==> src/rtl/nim_pkg.sv <==
// Shared Nim game types and constants: press-arbitration priority token
// and the system-clock-derived default debounce window.
package nim_pkg;

  typedef enum logic {PRI_LEFT = 1'b0, PRI_RIGHT = 1'b1} pri_t;

  localparam int NIM_CLK_HZ              = 100_000_000;
  localparam int NIM_DEBOUNCE_CYCLES     = NIM_CLK_HZ / 100;
  localparam int NIM_SYNC_STAGES_DEFAULT = 2;

  function automatic pri_t pri_toggle(input pri_t cur);
    pri_t nxt;
    case (cur)
      PRI_LEFT:  nxt = PRI_RIGHT;
      PRI_RIGHT: nxt = PRI_LEFT;
      default:   nxt = PRI_LEFT;
    endcase
    return nxt;
  endfunction

endpackage

==> src/rtl/btn_debounce.sv <==
// One button channel: metastability synchronizer, saturating stability
// counter and debounced level register with a rising-level press strobe.
module btn_debounce #(
  parameter int SYNC_STAGES     = 2,
  parameter int DEBOUNCE_CYCLES = 1_000_000,
  parameter int CNT_W           = $clog2(DEBOUNCE_CYCLES + 1)
) (
  input  logic clk,
  input  logic rst,
  input  logic btn,
  output logic lvl,
  output logic press
);

  localparam logic [CNT_W-1:0] CNT_LAST = CNT_W'(DEBOUNCE_CYCLES - 1);
  localparam logic [CNT_W-1:0] CNT_ONE  = CNT_W'(1);

  logic [SYNC_STAGES-1:0] sync_chain_r;
  logic                   sync_s;
  logic [CNT_W-1:0]       cnt_r;
  logic [CNT_W-1:0]       cnt_s;
  logic                   lvl_r;
  logic                   lvl_s;
  logic                   press_s;

  // Synchronizer chain; only the last stage is used downstream.
  always_ff @(posedge clk or negedge rst) begin
    if (!rst) begin
      sync_chain_r <= '0;
    end else begin
      sync_chain_r <= {sync_chain_r[SYNC_STAGES-2:0], btn};
    end
  end

  assign sync_s = sync_chain_r[SYNC_STAGES-1];

  // Level flips only after the synchronized input disagrees for the full window.
  always_comb begin
    cnt_s   = cnt_r;
    lvl_s   = lvl_r;
    press_s = 1'b0;
    if (sync_s != lvl_r) begin
      if (cnt_r >= CNT_LAST) begin
        lvl_s   = ~lvl_r;
        cnt_s   = '0;
        press_s = ~lvl_r;
      end else begin
        cnt_s = cnt_r + CNT_ONE;
      end
    end else begin
      cnt_s = '0;
    end
  end

  // Counter and debounced level state.
  always_ff @(posedge clk or negedge rst) begin
    if (!rst) begin
      cnt_r <= '0;
      lvl_r <= 1'b0;
    end else begin
      cnt_r <= cnt_s;
      lvl_r <= lvl_s;
    end
  end

  assign lvl   = lvl_r;
  assign press = press_s;

endmodule

==> src/rtl/player_input_conditioner.sv <==
// Conditions both player buttons into clean one-cycle press pulses and
// serialises simultaneous presses using an alternating priority token.
module player_input_conditioner
  import nim_pkg::*;
#(
  parameter int SYNC_STAGES     = NIM_SYNC_STAGES_DEFAULT,
  parameter int DEBOUNCE_CYCLES = NIM_DEBOUNCE_CYCLES,
  parameter int CNT_W           = $clog2(DEBOUNCE_CYCLES + 1)
) (
  input  logic clk,
  input  logic rst,
  input  logic i_btn_l,
  input  logic i_btn_r,
  output logic o_ilp,
  output logic o_irp,
  output logic o_lvl_l,
  output logic o_lvl_r,
  output logic o_conflict
);

  logic press_l_s;
  logic press_r_s;
  logic lvl_l_s;
  logic lvl_r_s;

  pri_t token_r;
  pri_t token_s;
  logic pending_r;
  logic pending_s;
  logic ilp_r;
  logic ilp_s;
  logic irp_r;
  logic irp_s;
  logic conflict_r;
  logic conflict_s;

  btn_debounce #(
    .SYNC_STAGES     (SYNC_STAGES),
    .DEBOUNCE_CYCLES (DEBOUNCE_CYCLES),
    .CNT_W           (CNT_W)
  ) u_deb_l (
    .clk   (clk),
    .rst   (rst),
    .btn   (i_btn_l),
    .lvl   (lvl_l_s),
    .press (press_l_s)
  );

  btn_debounce #(
    .SYNC_STAGES     (SYNC_STAGES),
    .DEBOUNCE_CYCLES (DEBOUNCE_CYCLES),
    .CNT_W           (CNT_W)
  ) u_deb_r (
    .clk   (clk),
    .rst   (rst),
    .btn   (i_btn_r),
    .lvl   (lvl_r_s),
    .press (press_r_s)
  );

  // Arbitration: the deferred pulse belongs to the player now holding the
  // token, because the token flips in the same cycle the deferral is made.
  always_comb begin
    ilp_s      = 1'b0;
    irp_s      = 1'b0;
    conflict_s = 1'b0;
    pending_s  = 1'b0;
    token_s    = token_r;
    if (pending_r) begin
      if (token_r == PRI_LEFT) begin
        ilp_s = 1'b1;
      end else begin
        irp_s = 1'b1;
      end
    end else if (press_l_s && press_r_s) begin
      conflict_s = 1'b1;
      pending_s  = 1'b1;
      token_s    = pri_toggle(token_r);
      if (token_r == PRI_LEFT) begin
        ilp_s = 1'b1;
      end else begin
        irp_s = 1'b1;
      end
    end else if (press_l_s) begin
      ilp_s = 1'b1;
    end else if (press_r_s) begin
      irp_s = 1'b1;
    end else begin
      ilp_s = 1'b0;
    end
  end

  // Arbitration state and registered pulse outputs.
  always_ff @(posedge clk or negedge rst) begin
    if (!rst) begin
      token_r    <= PRI_LEFT;
      pending_r  <= 1'b0;
      ilp_r      <= 1'b0;
      irp_r      <= 1'b0;
      conflict_r <= 1'b0;
    end else begin
      token_r    <= token_s;
      pending_r  <= pending_s;
      ilp_r      <= ilp_s;
      irp_r      <= irp_s;
      conflict_r <= conflict_s;
    end
  end

  assign o_ilp      = ilp_r;
  assign o_irp      = irp_r;
  assign o_conflict = conflict_r;
  assign o_lvl_l    = lvl_l_s;
  assign o_lvl_r    = lvl_r_s;

endmodule
==> config.mk <==
export PLATFORM = sky130hd
export DESIGN_NAME = player_input_conditioner
export DESIGN_NICKNAME = d
export VERILOG_FILES = /design/src/rtl/nim_pkg.sv /design/src/rtl/btn_debounce.sv /design/src/rtl/player_input_conditioner.sv
export SDC_FILE = /design/constraint.sdc
export NUM_CORES = 1
export LEC_CHECK = 0
export ABC_AREA = 1
export BUFFER_PORTS_ARGS = -buffer_cell sky130_fd_sc_hd__buf_2
export CELL_PAD_IN_SITES_DETAIL_PLACEMENT = 1
export CELL_PAD_IN_SITES_GLOBAL_PLACEMENT = 1
export CORE_ASPECT_RATIO = 1.1
export CORE_UTILIZATION = 30
export CTS_CLUSTER_DIAMETER = 150
export CTS_CLUSTER_SIZE = 25
export DETAILED_ROUTE_END_ITERATION = 10
export MAX_ROUTING_LAYER = met4
export PLACE_DENSITY = 0.64
export RECOVER_POWER = 25
export SYNTH_ARGS = -nofsm -noshare
export SYNTH_HDL_FRONTEND = slang
export SYNTH_SLANG_ARGS = --single-unit
==> constraint.sdc <==
create_clock -name clk -period 1.6 [get_ports clk]
set_clock_uncertainty 0.2 [all_clocks]
set_input_delay 0 -clock clk [delete_from_list [all_inputs] [get_ports clk]]
set_output_delay 0 -clock clk [all_outputs]
set_load 0.05 [all_outputs]
# --- After elaboration in Yosys (flattened, before gate mapping) ---
# Index checks and enable logic that the tools add are counted.
word_totals:
  output_inout_bits: 5
  elab_cells: 44
  in_bits: 4
  ff_bits: 50
classes:
  reduce_logical: 4
  n_eq_ne: 2
  n_bitwise: 4
  n_mux: 20
  addsub: 2
  order_cmp: 2
op_table:
  columns: ["operator", "n"]
  rows:
  - ["20-bit two-way mux", 4]
  - ["20-bit by 1-bit adder with 20-bit output, second input constant", 2]
  - ["20-bit greater-or-equal comparator, second input constant", 2]
  - ["1-bit two-way mux", 15]
  - ["2-bit AND reduction", 3]
  - ["1-bit inverter", 4]
  - ["1-bit inequality test", 2]
  - ["1-bit case mux with 2 select lines", 1]
  - ["1-bit logical AND", 1]

# --- Logic depth before layout (Yosys ltp) ---
# Gate-level depths: netlist of run 1.
logic_depth:
  depth_word: 7
  mapped_depth: 11
  mapped_depth_nobuf: 11

# --- Modules after synthesis ---
# Synthesis of run 1 repeated with hierarchy kept, for this count alone.
unflattened:
  hier_cells: 362
  area_unflattened_um2: 2976.6
modules_own_cells:
  columns: ["mod", "n_inst", "area_each_um2", "cells_per_inst", "seq_area_each_um2"]
  rows:
  - ["btn_debounce", 2, 1407.6, 172, 575.6]
  - ["player_input_conditioner", 1, 161.4, 18, 100.1]

# --- Worst setup path after synthesis of run 1 ---
# No wires, ideal clock.
synth_timing:
  path_type: "flip-flop to flip-flop"
  start: "register u_deb_l.cnt_r[0]"
  end: "register token_r"
  required_ns: 1.283
  slack_ns: -0.078
  path_buffers: 0
  path_stages_with_launch: 11
  arrival_ns: 1.361
  synth_period_minus_slack_ns: 1.678
  setup_time_ns: 0.117
  path_cell_list: "dfrtp_1 > ha_1 > nand3_2 > nor2_4 > nand3_1 > nand2_1 > nand3_2 > nor2_2 > nand2_1 > nand2_1 > nand2_1"
synth_between:
  elab_chain_cells: 5
synth_lines:
  columns: ["element", "line", "source"]
  rows:
  - ["start: declaration", "btn_debounce.sv:20", "logic [CNT_W-1:0] cnt_r;"]
  - ["start signal: assignment", "btn_debounce.sv:61", "cnt_r <= cnt_s;"]
  - ["20-bit greater-or-equal comparator", "btn_debounce.sv:43", "if (cnt_r >= CNT_LAST) begin"]
  - ["1-bit two-way mux", "btn_debounce.sv:43", null]
  - ["1-bit two-way mux", "btn_debounce.sv:42", "if (sync_s != lvl_r) begin"]
  - ["1-bit logical AND", "player_input_conditioner.sv:75", "end else if (press_l_s && press_r_s) begin"]
  - ["2-bit AND reduction (no line)", null, null]
  - ["end signal: assignment", "player_input_conditioner.sv:102", "token_r <= token_s;"]
  - ["end: declaration", "player_input_conditioner.sv:26", "pri_t token_r;"]
# No other way between the ends.
# A chain may end at the register's enable or synchronous reset.

# --- Worst setup path in the final report of run 1 ---
layout_timing:
  start: "register u_deb_r.cnt_r[10]"
  end: "register u_deb_r.cnt_r[8]"
layout_between:
  elab_chain_cells: 3
layout_lines:
  columns: ["element", "line", "source"]
  rows:
  - ["start: declaration", "btn_debounce.sv:20", null]
  - ["start signal: assignment", "btn_debounce.sv:61", null]
  - ["20-bit greater-or-equal comparator", "btn_debounce.sv:43", null]
  - ["20-bit two-way mux", "btn_debounce.sv:43", null]
  - ["20-bit two-way mux", "btn_debounce.sv:42", null]
  - ["named net u_deb_r.cnt_s[8]", "btn_debounce.sv:21", "logic [CNT_W-1:0] cnt_s;"]
# The timed path passes the listed nets, and every way through them passes these cells.

==> impl_metrics.env, run 1 <==
export IMPL_drt_iter0_drc=46
export IMPL_synth_cell_types=29
export IMPL_relSlewSlack_pct=51.59
export IMPL_synth_mux_area_share_pct=0
export IMPL_yosys_warnings=0
export IMPL_die_area_um2=9056
export IMPL_dpl_cell_area_um2=3187
export IMPL_start_util_pct=30.97
export IMPL_setup_slack_ps=-216.2
export IMPL_maxSlewViolCount=0
export IMPL_cts_buffers=5
export IMPL_synth_compound_area_share_pct=2.979
export IMPL_die_w_um=90.83
export IMPL_violations="negative setup slack"
export IMPL_hp_class="input port to flip-flop"
export IMPL_synth_area_per_cell_um2=8.061
export IMPL_ant_nets=0
export IMPL_power_density_nw_per_um2=549.4
export IMPL_die_h_um=99.71
export IMPL_clkTransAtPathRegs_ps=110
export IMPL_wirelength_mm=8.145
export IMPL_fin_tns_setup_ps=-6016
export IMPL_cp_required_ps=1640
export IMPL_crit_family="simple AND/OR/NAND/NOR gates"
export IMPL_synth_top_family_by_area="simple AND/OR/NAND/NOR gates"
export IMPL_arrival_ps=1850
export IMPL_path_cells="nor2_4, nand2_1, inv_1, nand2_1, nand2_2, nand3_4, nor2_4, buf_12, inv_12, nor3_4"
export IMPL_grt_max_degree=51
export IMPL_cts_root_buf="clkbuf_8"
export IMPL_wire_per_inst_um=15.40
export IMPL_htree_levels=2
export IMPL_port_buffers=8
export IMPL_drc_errors=0
export IMPL_place_congestion=0.8381
export IMPL_finalCritPeriodShare_pct=113.5
export IMPL_layout_nets=423
export IMPL_finalCriticalPeriod_ps=1816
export IMPL_drive_above_1_share_pct=52.15
export IMPL_final_cell_area_um2=4165
export IMPL_tightest_slew_ps=726.2
export IMPL_status="finished, violations left"
export IMPL_synth_net_count=329
export IMPL_cts_max_path_buffers=2
export IMPL_critPathKind="flip-flop to flip-flop"
export IMPL_fin_hold_ws_ps=121.6
export IMPL_ys_ff_latch=50
export IMPL_finalHoldViolCount=0
export IMPL_rows=35
export IMPL_grt_pass1_wl_mm=11.91
export IMPL_clock_fmax_mhz=550.6
export IMPL_overflow=0
export IMPL_via_per_inst=4.686
export IMPL_antenna_cells=0
export IMPL_rsz0062_at_grt="true"
export IMPL_crit_path_end_kind="flip-flop"
export IMPL_antenna_found_initial=0
export IMPL_critPathBufInv=3
export IMPL_vias=2479
export IMPL_netlist_area_um2=2604
export IMPL_crit_fanout=5
export IMPL_core_um2=8408
export IMPL_clock_latency_ps=320
export IMPL_synth_simple_gate_area_share_pct=33.35
export IMPL_startpoint_type="flip-flop"
export IMPL_post_route_util_pct=49.54
export IMPL_final_setup_viol_count=45
export IMPL_p_leak_nw=1.874
export IMPL_pin_count=9
export IMPL_vdd_drop_max_mv=0.3379
export IMPL_netlist_instances=323
export IMPL_grt_pass1_vias=2608
export IMPL_ys_seq_area_share_pct=48.05
export IMPL_dp_hpwl_mm=4.767
export IMPL_max_stage_delay_ps=440
export IMPL_synth_fa_ha_area_share_pct=0.9611
export IMPL_cts_sink_count=50
export IMPL_area_delta_synth_final_pct=59.97
export IMPL_track_usage_pct=17.05
export IMPL_cap_violations=0
export IMPL_cp_slowest_cell="dfrtp_1"
export IMPL_cts_tree="done"
export IMPL_synth_xor_area_share_pct=7.737
export IMPL_drt_pass1_iterations=4
## cell families (layout without fill, tap and decap cells)
family          Yosys count  after routing
compound gates           14             14
fa+ha+maj                 2              2
buf+inv                  43            138
xor+xnor                 23             23
flops                    50             50
simple gates            191            191
## what timing repair did
item	CTS	global route
gates resized for setup	51	108
cloned	1	5
endpoints found under the setup margin	44	46
setup buffers	15	8
endpoints found under the hold margin	52	0
pin swaps	26	39
hold buffers	3	0
## cell type report
type,count,area [um^2]
Inverter,39,161.4
Timing Repair Buffer,88,738.2
Timing Repair inverter,3,38.79
Sequential cell,50,1254
Clock buffer,5,68.82
Fill cell,979,4243
Multi-Input combinational cell,230,1739
Clock inverter,3,26.28
Tap cell,111,138.9
## metal layers
layer | up-vias | global-route usage, % | wire (um)
li1 | 1192 | - | -
met1 | 1247 | 17.92 | 3023
met2 | 21 | 32.75 | 4714
met3 | 19 | 2.523 | 127
met4 | 0 | 5.128 | 280
met5 | - | - | 0
## state kept, by name, summed over array words and instances (netlist names)
name and flops:
u_deb_l.cnt_r 20, u_deb_l.sync_chain_r 2, o_ilp 1, o_conflict 1
token_r 1, u_deb_l.lvl 1, o_irp 1, u_deb_r.cnt_r 20
u_deb_r.sync_chain_r 2, u_deb_r.lvl 1
## cell usage after synthesis (all sizes together)
cell type | number | share of area, %
nor3 | 16 | 3.7
buf | 4 | 1.2
o21bai | 1 | 0.29
nand3b | 1 | 0.29
a21oi | 5 | 0.96
nand2 | 70 | 10
inv | 39 | 5.7
a31oi | 1 | 0.24
o21ai | 7 | 1.5
nor2 | 72 | 12
xnor2 | 6 | 2.0
nor4 | 2 | 0.48
nand3 | 24 | 5.4
nand4 | 5 | 1.2
ha | 2 | 0.96
xor2 | 17 | 5.7
nor3b | 1 | 0.29
dfrtp | 50 | 48
## power breakdown
part | total [mW] | switching (mW) | internal [mW]
clock network | 0.804 | 0.481 | 0.323
registers | 1.30 | 0.0189 | 1.28
logic | 0.185 | 0.110 | 0.0750
## final timing paths
check	slack [ps]	end	cells past startpoint	start
worst max-delay path	-220	u_deb_r.cnt_r[8]	10	u_deb_r.cnt_r[10]
worst min-delay path	120	u_deb_r.sync_chain_r[0]	2	i_btn_r
worst max register to register	-220	u_deb_r.cnt_r[8]	10	u_deb_r.cnt_r[10]
worst min register to register	160	u_deb_l.sync_chain_r[1]	0	u_deb_l.sync_chain_r[0]
max in group asynchronous	510	u_deb_l.cnt_r[7]	3	rst
min in group asynchronous	170	u_deb_l.cnt_r[13]	3	rst
## placed cells by master, fill, tap and decap left out, types with 11 or more instances in the layout
cell type | synthesis | final
xor2_1 | 17 | 11
nor2_4 | 2 | 26
dfrtp_1 | 50 | 48
nand2_2 | 1 | 20
nor2_1 | 61 | 25
inv_1 | 38 | 30
buf_4 | 2 | 64
nand3_1 | 20 | 11
nor2_2 | 9 | 21
nand2_1 | 69 | 46
## stage by stage
step / worst slack, ps / std cells / power [mW]
2_1_floorplan: -15.09 / 323 / 1.367
3_3_place_gp: -123.1 / 490 / 1.427
3_5_place_dp: -160.6 / 490 / 1.432
4_1_cts: -157.8 / 517 / 2.284
5_1_grt: -310.4 / 529 / 2.387
6_report: -216.2 / 529 / 2.288
Power figures use the tool's default switching activity.
==> inputs of run 2 (changes only) <==
--- a/config.mk
+++ b/config.mk
@@ -15,7 +15,7 @@
 export CTS_CLUSTER_SIZE = 25
 export DETAILED_ROUTE_END_ITERATION = 10
 export MAX_ROUTING_LAYER = met4
-export PLACE_DENSITY = 0.64
+export PLACE_DENSITY = 0.63
 export RECOVER_POWER = 25
 export SYNTH_ARGS = -nofsm -noshare
 export SYNTH_HDL_FRONTEND = slang
==> impl_metrics.env, run 2 (synthesized netlist as in run 1, its figures left out) <==
export IMPL_status="finished, violations left"
export IMPL_violations="negative setup slack"
export IMPL_hold_path_end="u_deb_r.sync_chain_r[0]"
export IMPL_die_w_um=90.83
export IMPL_crit_path_end_kind="flip-flop"
export IMPL_hp_class="input port to flip-flop"
export IMPL_clock_latency_ps=310
export IMPL_antenna_found_initial=0
export IMPL_min_from="i_btn_r"
export IMPL_p_leak_nw=1.855
export IMPL_final_cell_area_um2=4019
export IMPL_reg_top3="u_deb_l.cnt_r x20, u_deb_r.cnt_r x20"
export IMPL_htree_levels=2
export IMPL_dpl_cell_area_um2=3179
export IMPL_startpoint_type="flip-flop"
export IMPL_min_path_cells=2
export IMPL_final_setup_viol_count=44
export IMPL_drc_errors=0
export IMPL_reg2reg_to="u_deb_l.cnt_r[8]"
export IMPL_drive_above_1_share_pct=45.93
export IMPL_core_um2=8408
export IMPL_track_usage_pct=18.22
export IMPL_cp_common_cell="nand2_4"
export IMPL_crit_family="simple AND/OR/NAND/NOR gates"
export IMPL_cts_buffers=5
export IMPL_power_density_nw_per_um2=607.2
export IMPL_setup_slack_ps=-170.8
export IMPL_critPathKind="flip-flop to flip-flop"
export IMPL_path_cells="ha_4, nand3_4, nor2_4, nand3_2, nand2_4, nand2_4, o21ai_4, clkbuf_16, nor3_2"
export IMPL_pin_count=9
export IMPL_grt_pass1_vias=2755
export IMPL_final_cell_mix="62 x buf_4, 53 x nand2_1, 47 x dfrtp_1"
export IMPL_grt_max_degree=51
export IMPL_place_congestion=0.8333
export IMPL_arrival_ps=1770
export IMPL_fin_tns_setup_ps=-4990
export IMPL_fillers=1020
export IMPL_cap_violations=0
export IMPL_cts_sink_count=50
export IMPL_wirelength_mm=7.992
export IMPL_critPathBufInv=1
export IMPL_finalCriticalPeriod_ps=1771
export IMPL_cp_slowest_cell="dfrtp_1"
export IMPL_crit_fanout=5
export IMPL_die_h_um=99.71
export IMPL_rsz0062_at_grt="true"
export IMPL_maxSlewViolCount=0
export IMPL_ant_nets=0
export IMPL_via_per_inst=4.671
export IMPL_vdd_drop_max_mv=0.4393
export IMPL_wire_per_inst_um=15.11
export IMPL_cts_root_buf="clkbuf_8"
export IMPL_grt_pass1_wl_mm=12.72
export IMPL_cp_required_ps=1600
export IMPL_cts_tree="done"
export IMPL_pre_cts_slack_ps=-210.9
export IMPL_drt_pass1_iterations=4
export IMPL_start_util_pct=30.97
export IMPL_rows=35
export IMPL_die_area_um2=9056
export IMPL_max_stage_delay_ps=410
export IMPL_drt_iter0_drc=69
export IMPL_overflow=0
export IMPL_clkTransAtPathRegs_ps=100
export IMPL_fin_hold_ws_ps=126.1
export IMPL_antenna_cells=0
export IMPL_relSlewSlack_pct=50.95
export IMPL_finalHoldViolCount=0
export IMPL_final_common_cell="buf_4"
export IMPL_layout_nets=423
export IMPL_tightest_slew_ps=735.8
export IMPL_vias=2471
export IMPL_finalCritPeriodShare_pct=110.7
export IMPL_area_delta_synth_final_pct=54.35
export IMPL_clock_fmax_mhz=564.7
export IMPL_port_buffers=8
export IMPL_cts_max_path_buffers=2
export IMPL_reg2reg_from="u_deb_l.cnt_r[1]"
export IMPL_r2r_slack_ps=-170
export IMPL_reg2regPathDepth=9
export IMPL_dp_hpwl_mm=4.780
-- run 2: cell types whose count changed in the layout (fill, tap and decap cells not counted), sizes merged --
| cell | delta |
|---|---|
| bufinv | +1 |
| inv | -1 |
-- run 2: worst max-delay path by stage --
stage	from	endpoint	slack, ps	cells after the start
floorplan	u_deb_l.cnt_r[0]	token_r	-20	10
global placement	u_deb_r.cnt_r[0]	u_deb_r.cnt_r[16]	-190	8
detailed placement	u_deb_r.cnt_r[0]	u_deb_r.cnt_r[16]	-210	8
CTS	u_deb_r.cnt_r[0]	u_deb_r.cnt_r[18]	-140	9
global route	u_deb_r.cnt_r[10]	u_deb_r.cnt_r[19]	-280	9
finish	u_deb_l.cnt_r[1]	u_deb_l.cnt_r[8]	-170	9
-- run 2: repair_timing --
item | 4_1_cts | 5_1_grt
endpoints found under the setup margin | 44 | 46
cloned | 3 | 3
hold buffers | 3 | 0
buffers inserted | 14 | 10
pin swaps | 28 | 28
resized for setup | 65 | 60
hold endpoints to repair | 52 | 0
-- run 2: worst register-to-register path, delay by kind of cell, from the launching register on --
family                     cells  cell delay [ps]
and+or+nand+nor                6              520
buffers and inverters          1              230
AOI/OAI and AO/OA              1              140
adders and majority gates      1              170
DFF                            1              410
-- run 2: per-layer routing --
| metal | GRT usage, % | wire length (um) | vias up |
|---|---|---|---|
| li1 | - | - | 1199 |
| met1 | 19.27 | 3117 | 1227 |
| met2 | 34.03 | 4544 | 28 |
| met3 | 3.211 | 149 | 17 |
| met4 | 6.349 | 180 | 0 |
| met5 | - | 0 | - |
-- run 2: layout make-up --
type	instances	area (um^2)	share of cell area, %
inverters	39	158.9	3.954
clock inverters	3	47.55	1.183
flip-flops and latches	50	1255	31.23
repair inverters	3	26.28	0.6538
clock buffers	5	68.82	1.712
multi-input cells	230	1587	39.48
repair buffers	88	737.0	18.34
well taps	111	138.9	3.456
-- run 2: power by group --
group | internal, mW | switching, mW
registers | 1.28 | 0.0213
clock network | 0.475 | 0.473
logic | 0.0847 | 0.106
-- run 2: through the flow --
stage | instances | util (%) | power (mW)
floorplan | 323 | - | 1.367
global placement | 489 | 37.81 | 1.428
detailed placement | 489 | 37.81 | 1.432
CTS | 517 | 43.85 | 2.429
global route | 529 | 47.80 | 2.539
finish | 529 | 47.80 | 2.440
==> inputs of run 3 (changes only) <==
--- a/config.mk
+++ b/config.mk
@@ -5,7 +5,6 @@
 export SDC_FILE = /design/constraint.sdc
 export NUM_CORES = 1
 export LEC_CHECK = 0
-export ABC_AREA = 1
 export BUFFER_PORTS_ARGS = -buffer_cell sky130_fd_sc_hd__buf_2
 export CELL_PAD_IN_SITES_DETAIL_PLACEMENT = 1
 export CELL_PAD_IN_SITES_GLOBAL_PLACEMENT = 1
@@ -15,7 +14,7 @@
 export CTS_CLUSTER_SIZE = 25
 export DETAILED_ROUTE_END_ITERATION = 10
 export MAX_ROUTING_LAYER = met4
-export PLACE_DENSITY = 0.63
+export PLACE_DENSITY = 0.61
 export RECOVER_POWER = 25
 export SYNTH_ARGS = -nofsm -noshare
 export SYNTH_HDL_FRONTEND = slang
==> constraint.sdc (replaced) <==
create_clock -name clk -period 1.4 [get_ports clk]
set_clock_uncertainty 0.2 [all_clocks]
set_input_delay 0 -clock clk [delete_from_list [all_inputs] [get_ports clk]]
set_output_delay 0 -clock clk [all_outputs]
set_load 0.05 [all_outputs]
==> impl_metrics.env, run 3 <==
export IMPL_final_cell_mix="57 x buf_4, 50 x dfrtp_1, 28 x nor2_1"
export IMPL_cp_required_ps=1400
export IMPL_rows=33
export IMPL_violations="negative setup slack"
export IMPL_async_flop_share_pct=100.0
export IMPL_synth_cell_types=36
export IMPL_grt_max_degree=21
export IMPL_startpoint_type="flip-flop"
export IMPL_pin_count=9
export IMPL_path_cells="or4_4, a211oi_4, a2bb2oi_4, buf_6, mux2_4"
export IMPL_clock_latency_ps=310
export IMPL_drt_pass1_iterations=4
export IMPL_core_um2=7556
export IMPL_pre_cts_slack_ps=-726.7
export IMPL_finalHoldViolCount=0
export IMPL_cp_slowest_cell="or4_4"
export IMPL_drc_errors=0
export IMPL_synth_net_count=237
export IMPL_fin_cells=415
export IMPL_grt_pass1_vias=2058
export IMPL_yosys_warnings=0
export IMPL_ys_ff_latch=50
export IMPL_grt_pass1_wl_mm=9.880
export IMPL_port_buffers=8
export IMPL_die_area_um2=8229
export IMPL_clock_fmax_mhz=468.7
export IMPL_place_inst=400
export IMPL_via_per_inst=4.586
export IMPL_netlist_instances=231
export IMPL_cts_tree="done"
export IMPL_arrival_ps=2130
export IMPL_crit_fanout=4
export IMPL_fillers=855
export IMPL_synth_area_top_cells="dfrtp_1 53%, nor2_1 7.9%, xnor2_1 7.8%"
export IMPL_post_route_util_pct=44.91
export IMPL_power_density_nw_per_um2=796.4
export IMPL_drt_iter0_drc=44
export IMPL_die_w_um=86.59
export IMPL_drive_above_1_share_pct=35.48
export IMPL_tightest_slew_ps=484.4
export IMPL_area_delta_synth_final_pct=43.72
export IMPL_place_congestion=0.7549
export IMPL_p_leak_nw=1.465
export IMPL_hp_class="input port to flip-flop"
export IMPL_critPathKind="flip-flop to flip-flop"
export IMPL_finalCriticalPeriod_ps=2133
export IMPL_cts_sink_count=50
export IMPL_rsz0062_at_grt="true"
export IMPL_start_util_pct=31.25
export IMPL_cts_buffers=5
export IMPL_critPathBufInv=1
export IMPL_final_common_cell="buf_4"
export IMPL_wirelength_mm=5.943
export IMPL_finalCritPeriodShare_pct=152.4
export IMPL_synth_commonest_cells="50 x dfrtp_1, 50 x nor2_1, 21 x xnor2_1"
export IMPL_synth_flop_cell="dfrtp_1"
export IMPL_netlist_area_um2=2361
export IMPL_antenna_found_initial=0
export IMPL_layout_nets=315
export IMPL_vdd_drop_max_mv=0.3413
export IMPL_reg_top3="u_deb_l.cnt_r x20, u_deb_r.cnt_r x20"
export IMPL_max_stage_delay_ps=560
export IMPL_vias=1903
export IMPL_yosysTopAreaCell="dfrtp_1"
export IMPL_synth_edf_count=0
export IMPL_antenna_cells=0
export IMPL_synth_area_per_cell_um2=10.22
export IMPL_cts_max_path_buffers=2
export IMPL_crit_path_end_kind="flip-flop"
export IMPL_die_h_um=95.04
export IMPL_track_usage_pct=16.25
export IMPL_final_setup_viol_count=46
export IMPL_wire_per_inst_um=14.32
export IMPL_cap_violations=0
export IMPL_dp_hpwl_mm=4.139
export IMPL_yosysTopAreaCellShare_pct=52.99
export IMPL_setup_slack_ps=-733.4
export IMPL_cts_root_buf="clkbuf_8"
export IMPL_crit_family="simple AND/OR/NAND/NOR gates"
export IMPL_ant_nets=0
export IMPL_clkTransAtPathRegs_ps=90
export IMPL_maxSlewViolCount=0
export IMPL_relSlewSlack_pct=67.29
export IMPL_p_total_mw=2.702
export IMPL_status="finished, violations left"
export IMPL_htree_levels=2
export IMPL_overflow=0
export IMPL_ys_seq_area_share_pct=52.99
## run 3: final timing paths
path	from	to	slack (ps)	cells past startpoint
max	u_deb_r.cnt_r[10]	u_deb_r.lvl	-730	5
max in group asynchronous	rst	u_deb_l.cnt_r[8]	30	4
min reg2reg	u_deb_l.sync_chain_r[0]	u_deb_l.sync_chain_r[1]	160	0
max reg2reg	u_deb_r.cnt_r[10]	u_deb_r.lvl	-730	5
min	i_btn_r	u_deb_r.sync_chain_r[0]	130	2
min in group asynchronous	rst	u_deb_r.cnt_r[11]	510	3
## run 3: power breakdown
part	leakage [nW]	switching, mW	internal [mW]
Sequential	0.684	0.0108	1.46
Combinational	0.728	0.110	0.0878
Clock	0.0524	0.496	0.536
## run 3: per-stage QoR
step                      setup TNS (ps)  cell area (um^2)  hold slack, ps
final                             -30210              3393           129.1
after detailed placement          -30380              2994          -240.6
after floorplan                   -26810              2366          -495.6
after CTS                         -29950              3216           115.0
after global routing              -36880              3393           129.2
after global placement            -28400              2994          -246.2
## run 3: repair_timing
action,in CTS,in global routing
pin swaps,4,3
hold endpoints to repair,52,0
endpoints found under the setup margin,46,83
setup buffers,2,1
hold buffers,4,0
gates resized for setup,18,40
## run 3: area by class of cell
type / count / area (um^2) / share of cell area [%]
Multi-Input combinational cell: 165 / 1216 / 35.84
Clock buffer: 7 / 76.32 / 2.249
Sequential cell: 50 / 1251 / 36.87
Tap cell: 105 / 131.4 / 3.872
Inverter: 10 / 37.54 / 1.106
Clock inverter: 1 / 30.03 / 0.8850
Timing Repair Buffer: 77 / 650.6 / 19.17
## run 3: cell families (layout without fill, tap and decap cells)
| kind of cell | count (synthesis) | in the layout | synth area share, % |
|---|---|---|---|
| xor gates and xnor gates | 36 | 36 | 13.35 |
| and+or+nand+nor | 108 | 108 | 21.73 |
| buffers and inverters | 16 | 95 | 3.498 |
| AOI/OAI and AO/OA | 18 | 18 | 6.889 |
| muxes | 1 | 1 | 0.4769 |
| adders and majority gates | 2 | 2 | 1.060 |
| DFF | 50 | 50 | 52.99 |
## run 3: layer usage
| metal | up-vias | share of wire, % | routed length [um] | global-route usage, % |
|---|---|---|---|---|
| met3 | 5 | 2.0 | 117 | 3.896 |
| met4 | 0 | 1.1 | 67 | 4.167 |
| li1 | 930 | - | - | - |
| met1 | 959 | 42 | 2490 | 18.90 |
| met2 | 9 | 55 | 3269 | 28.24 |
| met5 | - | 0 | 0 | - |
